$ cat src/rtl/toeplitz_acc.sv
// rtl/toeplitz_acc.sv - Toeplitz hash accumulator consuming a column stream and raw input words
//
// Purpose: pairs column k of the Toeplitz matrix with bit k of an N-bit input
// block and XOR-accumulates the selected columns into an L-bit hash; one hash
// is emitted per N-bit block.
//
// Ports:
//   clk         clock, all logic on posedge
//   reset       synchronous reset, active low
//   col         L-bit matrix column, qualified by col_valid / col_ready
//   data_in     BS-bit raw input word (bit 0 consumed first), data_valid / data_ready
//   hash        completed L-bit hash, held stable while hash_valid
//   hash_valid  hash available; cleared by hash_ready
//   hash_par    (TOEPLITZ_PARITY_EN only) XOR reduction of hash, registered with it
//
// Optional feature macro: TOEPLITZ_PARITY_EN

module toeplitz_acc #(
   parameter int BS = 64,
   parameter int N  = 256,
   parameter int L  = 128
) (
   input  logic          clk,
   input  logic          reset,
   input  logic [L-1:0]  col,
   input  logic          col_valid,
   output logic          col_ready,
   input  logic [BS-1:0] data_in,
   input  logic          data_valid,
   output logic          data_ready,
   output logic [L-1:0]  hash,
   output logic          hash_valid,
   input  logic          hash_ready
`ifdef TOEPLITZ_PARITY_EN
   ,
   output logic          hash_par
`endif
);

   localparam int CW = (N > 1) ? $clog2(N) : 1;
   localparam int BW = $clog2(BS + 1);

   typedef enum logic {
      ST_ACC = 1'b0,
      ST_OUT = 1'b1
   } state_t;

   state_t        state_q;
   logic [L-1:0]  acc_q;
   logic [L-1:0]  acc_d;
   logic [BS-1:0] buf_q;
   logic [BW-1:0] bits_left_q;
   logic [CW-1:0] cnt_q;
   logic [L-1:0]  hash_q;
   logic          hash_valid_q;
`ifdef TOEPLITZ_PARITY_EN
   logic          hash_par_q;
`endif

   // Data and column fires are mutually exclusive because they key off the
   // empty/non-empty state of the bit buffer.
   assign data_ready = (state_q == ST_ACC) && (bits_left_q == '0);
   assign col_ready  = (state_q == ST_ACC) && (bits_left_q != '0);

   // Accumulator value including the column presented this cycle.
   always_comb begin
      acc_d = acc_q ^ (buf_q[0] ? col : '0);
   end

   always_ff @(posedge clk) begin
      if (!reset) begin
         state_q      <= ST_ACC;
         acc_q        <= '0;
         buf_q        <= '0;
         bits_left_q  <= '0;
         cnt_q        <= '0;
         hash_q       <= '0;
         hash_valid_q <= 1'b0;
`ifdef TOEPLITZ_PARITY_EN
         hash_par_q   <= 1'b0;
`endif
      end else begin
         case (state_q)
            ST_ACC: begin
               if (data_ready && data_valid) begin
                  buf_q       <= data_in;
                  bits_left_q <= BW'(BS);
               end else if (col_ready && col_valid) begin
                  buf_q       <= buf_q >> 1;
                  bits_left_q <= bits_left_q - BW'(1);
                  if (cnt_q == CW'(N - 1)) begin
                     // Last column of the block: publish and restart.
                     hash_q       <= acc_d;
                     hash_valid_q <= 1'b1;
                     acc_q        <= '0;
                     cnt_q        <= '0;
                     state_q      <= ST_OUT;
`ifdef TOEPLITZ_PARITY_EN
                     hash_par_q   <= ^acc_d;
`endif
                  end else begin
                     acc_q <= acc_d;
                     cnt_q <= cnt_q + CW'(1);
                  end
               end
            end
            ST_OUT: begin
               if (hash_ready) begin
                  hash_valid_q <= 1'b0;
                  state_q      <= ST_ACC;
               end
            end
            default: state_q <= ST_ACC;
         endcase
      end
   end

   assign hash       = hash_q;
   assign hash_valid = hash_valid_q;
`ifdef TOEPLITZ_PARITY_EN
   assign hash_par   = hash_par_q;
`endif

endmodule

$ cat config.mk
export PLATFORM = sky130hd
export DESIGN_NAME = toeplitz_acc
export DESIGN_NICKNAME = d
export VERILOG_FILES = /design/src/rtl/toeplitz_acc.sv
export SDC_FILE = /design/constraint.sdc
export NUM_CORES = 1
export LEC_CHECK = 0
export ABC_AREA = 1
export ABC_CLOCK_PERIOD_IN_PS = 2000
export CORE_MARGIN = 2
export CORE_UTILIZATION = 40
export DETAILED_ROUTE_END_ITERATION = 10
export DONT_BUFFER_PORTS = 1
export GPL_TIMING_DRIVEN = 0
export PLACE_DENSITY_LB_ADDON = 0.2
export SETUP_SLACK_MARGIN = 0.4
export SYNTH_ARGS = -nofsm -noshare
export SYNTH_HDL_FRONTEND = slang
export SYNTH_SLANG_ARGS = --single-unit
$ cat constraint.sdc
create_clock -name clk -period 2 [get_ports clk]
set_clock_uncertainty 0.15 [all_clocks]
set_input_delay 0.4 -clock clk [delete_from_list [all_inputs] [get_ports clk]]
set_output_delay 0.4 -clock clk [all_outputs]
set_load 0.02 [all_outputs]
==> results of run 1 <==
-- metrics by stage --
| stage | total power, W | TNS, ps | cells |
|---|---|---|---|
| after CTS | 0.0278 | -10910 | 3023 |
| final | 0.0282 | -24180 | 3038 |
| after global placement | 0.0161 | -109590 | 2814 |
| after global routing | 0.0298 | -54610 | 3038 |
| after floorplan | 0.0143 | 0 | 2296 |
| after detailed placement | 0.0163 | -116850 | 2814 |
-- kinds of logic (layout without fill, tap and decap cells) --
| group | after synthesis | after routing | share of synthesized area, % |
|---|---|---|---|
| compound gates | 202 | 202 | 6.55 |
| xor+xnor | 129 | 129 | 7.26 |
| fa+ha+maj | 3 | 3 | 0.241 |
| buf+inv | 300 | 523 | 8.51 |
| flops | 337 | 337 | 43.4 |
| other cells | 0 | 1 | 0 |
| simple gates | 1325 | 1325 | 34.1 |
-- area by class of cell --
class / instances / area [um^2]
buffer: 158 / 1410
multi-input combinational: 1659 / 8120
clock inverter: 14 / 86.3
sequential: 337 / 6750
fill: 3701 / 17600
antenna: 1 / 2.50
timing repair buffer: 152 / 2250
inverter: 142 / 551
tap: 518 / 648
clock buffer: 57 / 1150
-- flip-flops by register name (all words and copies together), names as in the netlist --
name / cells
acc_q: 128
bits_left_q: 7
buf_q: 64
cnt_q: 8
hash: 128
hash_valid: 1
state_q: 1
-- Yosys cell counts (2+ instances only) --
library cell,n
a21oi_1,141
inv_1,139
xor2_1,128
buf_6,10
nor2_1,539
buf_1,9
nor2_4,3
inv_2,3
buf_4,11
nand4_1,64
buf_2,65
clkbuf_1,63
nand3_1,76
o21bai_1,2
nand2_1,637
dfxtp_1,337
o21ai_0,58
nand3_2,2
ha_1,3
-- placed cells by master (no fill, tap or decap), drive strengths merged --
cell and instances:
clkinv 10, dfxtp 337, diode 1, nor3 1
buf 165, ha 3, o21a 1, clkbuf 116
nor2 543, dlygate4sd3 71, a21oi 141, nand3 79
xor2 128, nand2 637, nand4 64, o21bai 2
inv 144, o21ai 58, or2 1, xnor2 1
clkinvlp 2, bufbuf 15
-- critical path, cell delays in order, from the launching register on --
cell and delay [ps]:
dfxtp_2 330, inv_4 80, ha_4 140, inv_2 30
nor2_2 90, nand3_2 100, buf_8 150, nor2_8 100
buf_8 130
-- where the power goes --
group | internal, W | switching, W
logic | 0.00681 | 0.00660
registers | 0.00744 | 0.000443
clock network | 0.00399 | 0.00292
total | 0.0182 | 0.00996
-- per-layer routing --
metal  track usage (%)  vias up  part of all wire, %
met4              8.27        0                  3.0
met3              5.41       94                  6.6
li1                  -     7496                    -
met1              28.4     6668                   43
met5                 0        -                    0
met2              39.7      396                   48
-- what timing repair did --
action	4_1_cts	5_1_grt
gates resized for setup	181	103
setup buffers	34	13
pin swaps	16	21
endpoints found under the setup margin	371	378
endpoints found under the hold margin	72	0
cloned	33	1
hold buffers	71	0
-- path summary, 6_finish.rpt --
| check | slack [ps] | end | cells past startpoint | startpoint |
|---|---|---|---|---|
| worst max-delay path | -270 | data_ready | 8 | bits_left_q[0] |
| worst min-delay path | 10 | buf_q[61] | 4 | data_in[61] |
| worst max register to register | -180 | hash[56] | 16 | bits_left_q[0] |
| worst min register to register | 320 | acc_q[37] | 2 | acc_q[37] |
==> flow_summary.toml, run 1 <==
[status]
status = "finished with violations"
violations = "negative setup slack"

[sta]
fin_crit_ps = 2270
max_slew_margin_pct = 37.7
finalMaxSlewViolations = 0
worstMarginPinSlew_ps = 935
setup_slack_ps = -266
rsz0062_at_grt = "true"
finalSetupViolCount = 285
fmax_ghz = 0.441
hold_viol_final = 0
fin_crit_sh_pct = 113
hold_ws_ps = 10.5

[cts]
cts_tree = "built"
path_clk_slew_ps = 60
cts.sinks = 337
cts_inserted_buffers = 40
clock_latency_ps = 560
root_buffer = "clkbuf_16"
h-tree-depth = 2
cts_buffer_depth = 3

[routing]
drt_iter0_drc = 762
wl_per_cell_um = 15.7
vias = 14700
via_per_inst = 4.82
drtAntennaViolNets = 0
drc = 0
drt_wl_total_um = 47600
firstDrtPassIters = 5

[global_route]
track_usage_pct = 23.2
grt_overflow = 0
grt_pass1_wl_um = 75600
antenna_found_initial = 1
grt_max_degree = 13
grt_pass1_vias = 14200

[worst_setup_path]
critical_path_arrival_ps = 1720
critPathMaxFanout = 5
path_class = "reg2out"
critPathRequiredTime_ps = 1450
critPathLaunchType = "flip-flop"
critPathCaptureType = "output pin"

[logic_synthesis]
netlist_area_um2 = 15600
syn_inst = 2296
ys_types = 25
yosys_warnings = 0
async_flop_share_pct = 0
syn_area_per_cell_um2 = 6.77
ys_seq_area_share_pct = 43.4
synth-edff-count = 0
synth_area_leaders = "dfxtp_1 43%, nand2_1 15%, nor2_1 13%, xor2_1 7.2%, a21oi_1 4.5%"
synth_nets = 2496
synth_ff_type = "dfxtp_1"
ys_ff_latch = 337
netlist.area_leader.share_pct = 43.4
yosysTopAreaCell = "dfxtp_1"

[die]
die_h_um = 201
core_area_um2 = 38600
die-area_um2 = 40500
dieWidth_um = 201
row_count = 72
pin_count = 328
start_util_pct = 40.3

[layout]
design_area_um2 = 21000
final_nets = 2690
area_growth_pct = 34.8
drive_gt1_share_pct = 16.3
post-route-util_pct = 54.4

[power_and_ir_drop]
p_leak_nw = 8.89
p_per_area_nw_per_um2 = 1350
ir_drop_mv = 0.859

[placed_design]
dp_slack_ps = -711
place_area_um2 = 16600
hpwl_um = 31000
gp_congestion = 0.811
port-buffer-count = 0

[min_path]
hp-class = "in2reg"

[flow_run]
max_cap_violations = 0
Power figures use the tool's default switching activity.
==> inputs of run 2 (changes only) <==
Settings changed: ABC_CLOCK_PERIOD_IN_PS 2000 to 2400, DONT_BUFFER_PORTS 1 to unset.
Clock period 2 ns to 2.4 ns, I/O delays scaled along.
==> flow_summary.toml, run 2 (same netlist as run 1, synthesis figures left out) <==
[power_and_ir_drop]
p_per_area_nw_per_um2 = 984
combPwrFrac_pct = 44.7
pwr-share-seq_pct = 28.9
intPower_w = 0.0147
p_sw_w = 0.00799
p_leak_nw = 10.2
ir_drop_mv = 0.682
p_sw_share_pct = 35.2
clockPowerShare_pct = 26.4
power_w = 0.0227

[routing]
drt_iter0_drc = 663
drc = 0
wl_per_cell_um = 14.9
firstDrtPassIters = 5
drtAntennaViolNets = 0
vias = 15500
via_per_inst = 4.75
drt_wl_total_um = 48800

[placed_design]
place_area_um2 = 19400
port-buffer-count = 324
place_inst = 3138
gp_congestion = 0.844
hpwl_um = 32300
dp_slack_ps = -366

[global_route]
grt_pass1_wl_um = 73000
grt_max_degree = 13
antenna_found_initial = 1
track_usage_pct = 22.0
grt_overflow = 0
grt_pass1_vias = 14500

[cts]
cts.sinks = 337
path_clk_slew_ps = 60
clock_latency_ps = 540
h-tree-depth = 2
cts_inserted_buffers = 39
ctsHoldBuffers = 0
cts_buffer_depth = 3
cts_tree = "built"
root_buffer = "clkbuf_16"

[worst_setup_path]
critPathRequiredTime_ps = 1770
critPathMaxFanout = 4
critical_path_arrival_ps = 1760
critPathCaptureType = "output pin"
critPathLaunchType = "flip-flop"
path_class = "reg2out"

[sta]
setup_slack_ps = 5.72
finalSetupViolCount = 0
fin_crit_ps = 2390
rsz0062_at_grt = "true"
fmax_ghz = 0.418
worstMarginPinSlew_ps = 737
hold_ws_ps = 323
finalMaxSlewViolations = 0
fin_crit_sh_pct = 99.8
max_slew_margin_pct = 50.8
hold_viol_final = 0

[layout]
area_growth_pct = 48.2
final_nets = 2927
layout_common_cells = "617 x nand2_1, 471 x nor2_1, 333 x dfxtp_1"
layoutNonFillerInstCount = 3269
drive_gt1_share_pct = 14.2
final_common_cell = "nand2_1"
design_area_um2 = 23000
n_antenna_cell = 0
fill_cells = 3619

[flow_run]
max_cap_violations = 0

[die]
die-area_um2 = 40500
die_h_um = 201
pin_count = 328
row_count = 72
dieWidth_um = 201
core_area_um2 = 38600
start_util_pct = 40.3

[status]
status = "finished, final reports clean"

[min_path]
hp-class = "reg2reg"
-- run 2: cell types whose count changed in the layout (fill, tap and decap cells not counted), moves of 17 or more --
cell             before  now
nor2_2               23   59
dlygate4sd3_1        71    0
nand3_1              26   76
dlygate4sd2_1         0  129
buf_4                44   18
buf_16               19    2
clkbuf_16            44   79
clkdlybuf4s50_1       0  193
nor2_1              509  471
nand3_2              52    2
-- run 2: critical path: stages, from the launching register on --
cell and delay (ps):
dfxtp_2 320, inv_2 70, ha_4 130, inv_2 30, nor2_2 90, nand3_2 100
buf_8 150, buf_8 120, nand2_4 40, inv_2 40, buf_6 120
-- run 2: power by group through the flow --
stage / clock network [W] / logic, W / registers (W)
4_1_cts: 0.00615 / 0.00741 / 0.00654
2_1_floorplan: 0 / 0.00494 / 0.00658
6_report: 0.00599 / 0.0101 / 0.00656
3_3_place_gp: 0 / 0.00668 / 0.00663
5_1_grt: 0.00633 / 0.0110 / 0.00662
3_5_place_dp: 0 / 0.00677 / 0.00666
-- run 2: cell type report --
cell class | count | area, um^2 | area share [%]
Tap cell | 518 | 648 | 2.81
Sequential cell | 337 | 6750 | 29.3
Multi-Input combinational cell | 1659 | 8010 | 34.7
Clock buffer | 58 | 1160 | 5.03
Inverter | 142 | 551 | 2.39
Buffer | 158 | 1430 | 6.22
Clock inverter | 7 | 116 | 0.505
Timing Repair Buffer | 390 | 4380 | 19.0
-- run 2: repair_timing --
action / 4_1_cts / 5_1_grt
gates resized for setup: 252 / 334
buffers inserted: 12 / 14
setup endpoints to repair: 368 / 333
pin swaps: 5 / 47
gates cloned: 1 / 39
-- run 2: path summary, 6_finish.rpt --
path	startpoint	to	slack (ps)	cells past startpoint
worst max-delay path	bits_left_q[0]	col_ready	6	10
worst max register to register	bits_left_q[1]	acc_q[103]	160	14
worst min-delay path	acc_q[44]	acc_q[44]	320	2
worst min register to register	acc_q[44]	acc_q[44]	320	2
-- run 2: metrics by stage --
step	TNS, ps	utilization [%]
after global routing	-134	59.8
after global placement	-27020	50.4
after detailed placement	-28550	50.4
after floorplan	0	-
final	0	59.8
after CTS	-68.8	54.3
-- run 2: per-layer routing --
layer | vias to the layer above | GRT usage (%) | wire length [um]
li1 | 7963 | - | -
met1 | 7081 | 27.9 | 21600
met2 | 399 | 37.2 | 23000
met3 | 83 | 4.58 | 2940
met4 | 0 | 7.12 | 1290
met5 | - | 0 | 0
